**src/rtl/data_cache.sv**
```systemverilog
// Direct-mapped, write-back, write-allocate byte cache: 8 lines of 4 bytes in front of a
// block-wide memory, stalling the CPU through o_busywait while a line is evicted or filled.
module data_cache #(
  parameter int INDEX_W  = 3,
  parameter int OFFSET_W = 2,
  parameter int ADDR_W   = 8
) (
  input  logic                                    i_clk,
  input  logic                                    i_reset,
  input  logic                                    i_read,
  input  logic                                    i_write,
  input  logic [ADDR_W-1:0]                       i_address,
  input  logic [7:0]                              i_writedata,
  output logic [7:0]                              o_readdata,
  output logic                                    o_busywait,
  output logic                                    o_mem_read,
  output logic                                    o_mem_write,
  output logic [ADDR_W-OFFSET_W-1:0]              o_mem_address,
  output logic [31:0]                             o_mem_writedata,
  input  logic [31:0]                             i_mem_readdata,
  input  logic                                    i_mem_busywait
);

  localparam int NUM_LINES = 1 << INDEX_W;
  localparam int TAG_W     = ADDR_W - INDEX_W - OFFSET_W;

  typedef enum logic [1:0] {
    IDLE       = 2'd0,
    WRITE_BACK = 2'd1,
    FETCH      = 2'd2
  } state_t;

  state_t               r_state;
  state_t               w_next;
  logic                 r_entry;
  logic [NUM_LINES-1:0] r_valid;
  logic [NUM_LINES-1:0] r_dirty;
  logic [TAG_W-1:0]     r_tag  [NUM_LINES];
  logic [31:0]          r_data [NUM_LINES];

  logic [TAG_W-1:0]    w_tag;
  logic [INDEX_W-1:0]  w_index;
  logic [OFFSET_W-1:0] w_offset;
  logic [31:0]         w_line;
  logic                w_hit;
  logic                w_req;
  logic                w_done;

  assign w_tag      = i_address[ADDR_W-1 -: TAG_W];
  assign w_index    = i_address[OFFSET_W +: INDEX_W];
  assign w_offset   = i_address[OFFSET_W-1:0];
  assign w_line     = r_data[w_index];
  assign w_hit      = r_valid[w_index] && (r_tag[w_index] == w_tag);
  assign w_req      = i_read || i_write;
  assign o_readdata = w_line[{w_offset, 3'b000} +: 8];
  assign o_busywait = !i_reset && ((r_state != IDLE) || (w_req && !w_hit));
  // The cycle right after entering a memory state ignores i_mem_busywait, because the
  // memory has not yet seen the new request.
  assign w_done     = !r_entry && !i_mem_busywait;

  always_comb begin
    w_next          = r_state;
    o_mem_read      = 1'b0;
    o_mem_write     = 1'b0;
    o_mem_address   = {w_tag, w_index};
    o_mem_writedata = '0;
    case (r_state)
      IDLE: begin
        if (w_req && !w_hit) begin
          w_next = (r_valid[w_index] && r_dirty[w_index]) ? WRITE_BACK : FETCH;
        end
      end
      WRITE_BACK: begin
        o_mem_write     = 1'b1;
        o_mem_address   = {r_tag[w_index], w_index};
        o_mem_writedata = w_line;
        if (w_done) w_next = FETCH;
      end
      FETCH: begin
        o_mem_read = 1'b1;
        if (w_done) w_next = IDLE;
      end
      default: w_next = IDLE;
    endcase
  end

  // Data and tags need no reset; clearing valid/dirty drops the whole cache, including
  // any half-finished fill.
  always_ff @(posedge i_clk) begin
    if (i_reset) begin
      r_state <= IDLE;
      r_entry <= 1'b0;
      r_valid <= '0;
      r_dirty <= '0;
    end else begin
      r_state <= w_next;
      r_entry <= (w_next != r_state);
      if ((r_state == FETCH) && w_done) begin
        r_data[w_index]  <= i_mem_readdata;
        r_tag[w_index]   <= w_tag;
        r_valid[w_index] <= 1'b1;
        r_dirty[w_index] <= 1'b0;
      end else if ((r_state == IDLE) && i_write && w_hit) begin
        r_data[w_index][{w_offset, 3'b000} +: 8] <= i_writedata;
        r_dirty[w_index] <= 1'b1;
      end
    end
  end

endmodule
```
**config.mk**
```make
export PLATFORM = sky130hd
export DESIGN_NAME = data_cache
export DESIGN_NICKNAME = d
export VERILOG_FILES = /design/src/rtl/data_cache.sv
export SDC_FILE = /design/constraint.sdc
export NUM_CORES = 1
export LEC_CHECK = 0
export BUFFER_PORTS_ARGS = -buffer_cell sky130_fd_sc_hd__clkbuf_2
export CAP_MARGIN = 10
export CORE_ASPECT_RATIO = 2
export CORE_MARGIN = 2
export CORE_UTILIZATION = 45
export DETAILED_ROUTE_END_ITERATION = 10
export GPL_TIMING_DRIVEN = 0
export PLACE_DENSITY = 0.65
export SKIP_CTS_REPAIR_TIMING = 1
export SLEW_MARGIN = 20
export SYNTH_ARGS = -nofsm -noshare
export SYNTH_HDL_FRONTEND = slang
export SYNTH_SLANG_ARGS = --single-unit
```
**constraint.sdc**
```tcl
create_clock -name i_clk -period 7.18 [get_ports i_clk]
set_input_delay 0.359 -clock i_clk [delete_from_list [all_inputs] [get_ports i_clk]]
set_output_delay 0.359 -clock i_clk [all_outputs]
set_load 0.05 [all_outputs]
```
Word level (Yosys, flattened, before mapping)
Memory sizes are Yosys's and may differ from the RTL's.
Cells that the tools add are included.
- flip-flop bits (word level): 19
- bits in writable memories: 280
- input port bits: 53
- output and inout port bits: 49
- word-level logic and storage cells: 126
- memories: 2
- memories (name ; depth ; bits a word ; read ports ; clocked after memory_dff ; wr ports ; line ; RTL):
    r_data ; 8 ; 32 ; 1 ; 0 ; 1 ; 39 ; logic [31:0] r_data [NUM_LINES];
    r_tag ; 8 ; 3 ; 1 ; 0 ; 1 ; 38 ; logic [TAG_W-1:0] r_tag [NUM_LINES];
- add/sub/neg operators: 1
- order comparisons: 2
- equality and inequality tests: 4
- shift operators: 3
- muxes and demuxes: 56
- bitwise operators: 36
- reductions and logical operators: 18
- operators with widths (cell ; number):
    two-way mux 32 bit ; 2
    two-way mux 1 bit ; 43
    bitwise OR 1 bit ; 32
    variable shift 8 x 7 -> 32 bit (first input constant) ; 1
    variable part select 32 x 6 -> 8 bit ; 1
    variable part select 8 x 7 -> 32 bit ; 1
    two-way mux 8 bit ; 2
    bitwise OR 8 bit ; 2
    logical AND 1 bit ; 9
    AND 8 bit ; 1
    two-way mux 2 bit ; 4
    inverter 8 bit ; 1
    negator 5 -> 7 bit ; 1
    binary-select mux 1 bit (select 3 bit) ; 2
    two-way mux 6 bit ; 1
    case mux 2 bit (3 select lines) ; 1
    logical NOT 1 bit ; 4
    < comparator 3 x 4 -> 1 bit (second input constant) ; 1
    nonzero test 2 bit ; 2
    demux 1 bit (select 3 bit) ; 1
    == test 3 bit ; 1
    >= comparator 3 x 1 -> 1 bit (second input constant) ; 1
    == test 2 x 1 -> 1 bit (second input constant) ; 1
    == test 2 bit (second input constant) ; 1
    3 further kinds ; 4

Logic depth before layout (Yosys ltp)
Gate-level depths: netlist of run 1.
- depth after elaboration: 9
- depth in mapped cells: 11
- depth with buffers taken out: 6

Least setup slack after synthesis of run 1
OpenSTA, ideal clock, no wires.
- path kind: input-to-reg
- start: input i_address[2]
- end: memory r_data[0][0], enable pin
- setup time: 375 ps
- data arrival time: 2568 ps
- required time: 6805 ps
- path slack: 4237 ps
- stages: 9
- buffers on the path: 3
- path through: buf_6 > buf_6 > mux2i_1 > o22a_1 > a21oi_1 > nor4b_4 > nand4_4 > buf_6 > a21oi_1
- longest elaborated chain between the ends: 9
- elaborated cells between the ends (all ways): 11
- classes of those cells: eq/ne (1); mux (6); bitwise (1); reduce/logical (2); memory (1)
- RTL lines (what ; line ; RTL):
    start: declaration ; 12 ; input logic [ADDR_W-1:0] i_address,
    memory read (8 x 3 bit) or binary-select mux 1 bit (select 3 bit) (tied branches) ; -- ;
    == test 3 bit or two-way mux 1 bit (tied branches) ; 53 ; assign w_hit = r_valid[w_index] && (r_tag[w_index] == w_tag);
    logical AND 1 bit ; 53 ;
    logical AND 1 bit ; 103 ; end else if ((r_state == IDLE) && i_write && w_hit) begin
    two-way mux 1 bit ; 103 ;
    two-way mux 1 bit ; 98 ; if ((r_state == FETCH) && w_done) begin
    two-way mux 1 bit ; 90 ; if (i_reset) begin
    two-way mux 32 bit (implied by the code) ; 104 ; r_data[w_index][{w_offset, 3'b000} +: 8] <= i_writedata;
    bitwise OR 1 bit (no line) ; -- ;
    end: declaration ; 39 ;
Parallel ways exist; a longest one is shown, timed or not. The select of a mux whose other input is x is not followed.

Final worst setup path of run 1
- start: input i_address[4]
- end: output o_readdata[0]
- longest elaborated chain between the ends: 2
- RTL lines (what ; line ; RTL):
    memory read (8 x 32 bit) ; -- ;
    variable part select 32 x 6 -> 8 bit ; 55 ; assign o_readdata = w_line[{w_offset, 3'b000} +: 8];
    end: declaration ; 14 ; output logic [7:0] o_readdata,
No other way between the ends.

==> flow_summary.yaml, run 1 <==
global_routing:
  grt_max_degree: 19
  grt-ovfl-total: 0
  grt_use_total: 0.271
  first_global_vias: 8680
  grt_pass1_wl_um: 58800
  antenna_found_initial: 0
finish:
  final_cell_mix: "edfxtp_1, clkbuf_2, nand2_1"
  drive_above_1_share: 0.222
  finalInstanceArea_um2: 14900
  postLayoutCoreUtil: 0.518
  layout.nets: 1105
  final_common_cell: "edfxtp_1"
  antenna_cells: 0
  syn2layout_area_growth_pct: 13.9
logic_synthesis:
  synth.distinct_cells: 49
  yosys_warnings: 0
  synth_compound_area_frac: 0.0943
  avgSynthCellArea_um2: 14.2
  yosysSeqAreaShare: 0.673
  synth_edf_count: 280
  synthAdderAreaFrac: 0.00479
  synth-xor-area-share: 0
  async_flop_share: 0
  synth-simple-area-share: 0.0829
  ys.flop_type: "edfxtp_1"
  syn-cell-area_um2: 13100
  synth_mux_area_frac: 0.111
  synth.ff_latch_count: 299
  synth_cells: 920
  syn-num-nets: 978
  synth_top_family_by_area: "multiplexers"
pwr:
  peakVddDrop_mv: 0.137
  p_leak_uw: 0.00536
  power_per_cell_area_nw_per_um2: 247
cts:
  clk_pin_slew_worst_paths_ns: 0.07
  cts_inserted_buffers: 24
  h-tree-depth: 1
  clockBufferDepth: 3
  cts_tree: "built"
  clockRootBuffer: "clkbuf_16"
  cts_sinks: 299
  clkLatencyLatePin_ns: 0.55
sta:
  finalCriticalPeriod_ns: 4.33
  rsz0062_at_grt: "false"
  relSlewSlack: 0.198
  setup_slack_ns: 2.85
  finalCritPeriodShare: 0.603
  final_hold_viol_count: 0
  max_freq_mhz: 231
  maxSlewViolCount: 0
  finalClockSkew_ns: 0.00965
  worstMarginPinSlew_ns: 1.20
  final.setup.tns_ns: 0
  setup_violations: 0
route:
  firstDrtPassIters: 5
  drt-wirelength-per-cell_um: 29.5
  via_count: 8747
  route.detailed.drc: 0
  via_per_inst: 6.15
  drtAntennaViolNets: 0
  finalWirelength_um: 42000
  drt_iter0_drc: 823
placement:
  io_buffers: 100
  dp_hpwl_um: 30100
  pre_cts_ws_ns: 2.64
  place_congestion: 0.932
  place_area_um2: 14000
run:
  maxCapViolCount: 0
critical_path:
  cp.required_ns: 6.82
  crit_path_start_kind: "input port"
  rrSetupSlack_ns: 3.44
  critical_path.max_fanout: 10
  worstSetupPathType: "in2out"
  cp.arrival_ns: 3.97
  critPathCaptureType: "primary output"
floorplanning:
  start_util: 0.455
  die_w_um: 124
  coreArea_um2: 28700
  rows: 88
  die-area_um2: 30500
  pin_count: 102
  die_height_um: 245
status:
  outcome: "completed"
min_path:
  min_path_type: "in2reg"
## synth_stat cells (2+ instances only)
master,number,area share
a21oi_1,42,0.016
a221o_1,16,0.012
a221oi_1,28,0.019
a222oi_1,2,0.0015
a22o_1,3,0.0020
a22oi_1,20,0.011
a31oi_1,10,0.0048
and2_1,25,0.012
and3_1,2,0.00096
buf_1,5,0.0014
buf_2,13,0.0050
buf_4,6,0.0034
buf_6,6,0.0052
clkbuf_1,28,0.0080
dfxtp_1,19,0.029
edfxtp_1,280,0.64
ha_1,5,0.0048
inv_1,38,0.011
mux2_2,35,0.030
mux2i_1,69,0.053
mux4_2,16,0.028
nand2_1,94,0.027
nand2b_1,4,0.0019
nand3_1,11,0.0042
nand4_4,4,0.0065
nor2_1,58,0.017
nor2b_1,7,0.0034
nor3_1,3,0.0011
nor3b_1,3,0.0017
o211ai_1,2,0.0011
o21ai_0,26,0.010
o221ai_1,2,0.0013
o22a_1,4,0.0027
o22ai_1,16,0.0077
or2_2,2,0.00096
or3_1,3,0.0014
## registers in the layout (all words and copies together), names as in the netlist, named ones only
register and flops:
r_data 256, r_valid 8, r_entry 1, r_state 2, r_tag 24
## area by class of cell
cell class	count	area (um2)
flip-flops and latches	299	8790
well taps	360	450
inverters	40	150
multi-input cells	523	3870
repair buffers	101	512
fillers	2459	13900
clock buffers	29	641
clock inverters	13	175
plain buffers	58	302
## critical path, stage by stage
cell	delay, ns
clkbuf_2	0.13
buf_2	0.25
buf_2	0.31
buf_1	0.77
clkbuf_1	0.71
a221oi_1	0.16
o21ai_0	0.57
mux4_2	0.39
clkbuf_2	0.28
## per-stage QoR
| step | std cells | power [uW] | hold slack [ns] |
|---|---|---|---|
| after floorplan | 920 | 2160 | 0.440 |
| after global placement | 1380 | 2300 | 0.450 |
| after detailed placement | 1381 | 2300 | 0.458 |
| after CTS | 1423 | 3670 | 0.179 |
| after global routing | 1423 | 3750 | 0.177 |
| final | 1423 | 3680 | 0.180 |
## cells by family (layout without fill, tap and decap cells)
group / after synthesis / in the layout
buffers and inverters: 98 / 241
adder cells (fa/ha/maj): 5 / 5
AO/OA/AOI/OAI: 177 / 177
AND/OR/NAND/NOR: 221 / 221
multiplexers: 120 / 120
flip-flops: 299 / 299
## worst paths after layout
check / startpoint / to / cells after the start
max: i_address[4] / o_readdata[0] / 9
min: i_address[6] / r_tag[6][1] / 1
max reg2reg: r_tag[5][1] / r_data[4][12] / 7
min reg2reg: register / register / 2
## where the power goes
group | total (uW) | internal [uW] | switching (uW)
Sequential | 1920 | 1920 | 4.52
Clock | 1400 | 784 | 620
Combinational | 353 | 98.3 | 254
Total | 3680 | 2800 | 879
## routing by layer
metal	share of wire	global-route usage	vias to the layer above
li1	-	-	3771
met1	0.32	0.293	4303
met2	0.50	0.469	520
met3	0.087	0.0442	153
met4	0.088	0.211	0
met5	0	0	-
No activity file was read; power rests on OpenSTA's default activity.
==> inputs of run 2 (changes only) <==
Settings changed: ABC_AREA set to 1, PLACE_DENSITY 0.65 to 0.67.
Clock period 7.18 ns to 3.5 ns, I/O delays scaled along.
==> run 2 against run 1 <==
Effect of this change: the run now ends with hold timing left; via count is 6.0% higher; sequential power is 110% higher; hold slack worse by 0.19 ns; clock skew is 0.0094 ns higher; setup slack worse by 2.8 ns; combinational power is 70% higher; first-iteration DRC count is 42% higher; total power is 97% higher; die area is 2.8% lower; critical endpoint is now o_mem_writedata[28].
==> flow_summary.yaml, run 2 <==
finish:
  postLayoutCoreUtil: 0.518
  drive_above_1_share: 0.161
  top_regs: "r_data (256), r_tag (24), r_valid (8)"
  final.fill_count: 2393
  fin_cells: 1595
  multi_input_area_um2: 3300
  layout.nets: 1280
  antenna_cells: 0
  final_cell_mix: "edfxtp_1, nand2_1, clkbuf_2"
  syn2layout_area_growth_pct: 14.2
  largest-register: "r_data"
  final_common_cell: "edfxtp_1"
  ff_latch_area_um2: 8790
  largest_reg_flops: 256
cts:
  clockBufferDepth: 3
  cts_sinks: 299
  cts_tree: "built"
  clockRootBuffer: "clkbuf_16"
  h-tree-depth: 1
  cts_inserted_buffers: 25
  clkLatencyLatePin_ns: 0.53
  clk_pin_slew_worst_paths_ns: 0.07
placement:
  place_congestion: 0.955
  io_buffers: 99
  dp.cells: 1549
  dp_hpwl_um: 26700
floorplanning:
  die_height_um: 241
  die-area_um2: 29600
  rows: 87
  start_util: 0.453
  coreArea_um2: 28000
  die_w_um: 123
  pin_count: 102
logic_synthesis:
  syn-cell-area_um2: 12700
  synthTopCellsByCount: "edfxtp_1, nand2_1, inv_1"
  yosysMostFrequentCell: "edfxtp_1"
  yosys_warnings: 0
  synth_edf_count: 280
  synth.distinct_cells: 36
  yosysSeqAreaShare: 0.693
  synth_top_area_frac: 0.663
  syn-num-nets: 1152
  synth_cells: 1094
  ys.flop_type: "edfxtp_1"
  synthTopCellsByArea: "edfxtp_1, nand2_1, dfxtp_1, inv_1, a21oi_1"
  synth.ff_latch_count: 299
  synth_area_leader_cell: "edfxtp_1"
  async_flop_share: 0
  avgSynthCellArea_um2: 11.6
run:
  maxCapViolCount: 0
route:
  drt_iter0_drc: 1169
  via_count: 9275
  firstDrtPassIters: 6
  finalWirelength_um: 38300
  via_per_inst: 5.82
  drt-wirelength-per-cell_um: 24.0
  drtAntennaViolNets: 0
  route.detailed.drc: 0
min_path:
  min_path_cells: 1
  min_path_type: "in2reg"
critical_path:
  cp_num_buf_inv: 5
  crit_family: "buffers and inverters"
  crit_chain: "clkbuf_2, inv_2, nand2_1, nor2_1, clkbuf_1, nand2_1, nand2_1, a221oi_1, nand4_1, inv_1, nor2_1, clkbuf_2"
  cp.arrival_ns: 3.25
  crit_cells: 12
  critPathCaptureType: "primary output"
  cpMostUsedCell: "nand2_1"
  critical_path.max_fanout: 10
  ff2ff_path_depth: 12
  slowest_stage: "clkbuf_1"
  crit_path_start_kind: "input port"
  cp.required_ns: 3.32
  slowest_delay_ns: 0.83
  worstSetupPathType: "in2out"
sta:
  final_hold_viol_count: 8
  finalCriticalPeriod_ns: 3.43
  relSlewSlack: 0.271
  finalCritPeriodShare: 0.980
  max_freq_mhz: 292
  worstMarginPinSlew_ns: 1.09
  holdWs_ns: -0.0134
  finalClockSkew_ns: 0.0190
  setup_violations: 0
  maxSlewViolCount: 0
  rsz0062_at_grt: "true"
global_routing:
  antenna_found_initial: 0
  grt-ovfl-total: 0
  grt_max_degree: 17
  grt_pass1_wl_um: 55000
  grt_use_total: 0.259
  first_global_vias: 8770
pwr:
  power_per_cell_area_nw_per_um2: 499
  p_leak_uw: 0.00530
  peakVddDrop_mv: 0.427
status:
  outcome: "finished with violations"
  violations: "hold timing"
-- run 2: area by class of cell --
class,instances,area share
Clock inverter,15,0.00864
Buffer,58,0.0190
Clock buffer,29,0.0442
Sequential cell,299,0.607
Timing Repair Buffer,101,0.0354
Inverter,106,0.0276
Multi-Input combinational cell,631,0.228
Tap cell,356,0.0308
-- run 2: worst reg2reg max path, stage by stage (launching register included) --
cell and delay (ns):
edfxtp_1 0.35, inv_1 0.06, nand2_1 0.06, nand3_1 0.10, nand2_1 0.09, o21ai_0 0.16, nand2_1 0.07, nor2_1 0.12
nand2_2 0.11, nor3_4 0.39, nand2_1 0.35, buf_2 0.30, a21oi_1 0.83
-- run 2: final timing paths --
check                from                   to  slack [ns]
max reg2reg   r_tag[2][2]        r_data[4][28]        0.13
min reg2reg    r_valid[7]           r_valid[7]        0.46
max          i_address[4]  o_mem_writedata[28]        0.07
min          i_address[6]          r_tag[1][1]       -0.01
-- run 2: cells by family after synthesis --
family	count (synthesis)	share of synthesized area
buffers and inverters	164	0.0531
AND/OR/NAND/NOR	400	0.128
adder cells (fa/ha/maj)	5	0.00493
AO/OA/AOI/OAI	226	0.121
flip-flops	299	0.693
-- run 2: metrics by stage --
stage	TNS, ns	cell area, um2	hold WS [ns]	total power [uW]	setup WS (ns)
floorplan	0	12700	0.274	4360	0.807
global route	-0.838	14500	0.000283	7410	-0.0567
detailed placement	-41.59	13600	0.446	4590	-0.352
finish	0	14500	-0.0134	7230	0.0705
global placement	-29.27	13600	0.438	4590	-0.263
CTS	0	14400	-0.0638	7210	0.0409
-- run 2: layer usage --
metal	vias to the layer above	global-route usage	part of all wire
met5	-	0	0
met4	0	0.100	0.041
met3	94	0.0384	0.089
met2	555	0.435	0.50
met1	4481	0.336	0.37
li1	4145	-	-
-- run 2: where the power goes --
| part | internal [uW] | switching [uW] | total, uW |
|---|---|---|---|
| Sequential | 3930 | 6.54 | 3940 |
| Combinational | 146 | 454 | 600 |
| Clock | 1460 | 1240 | 2700 |
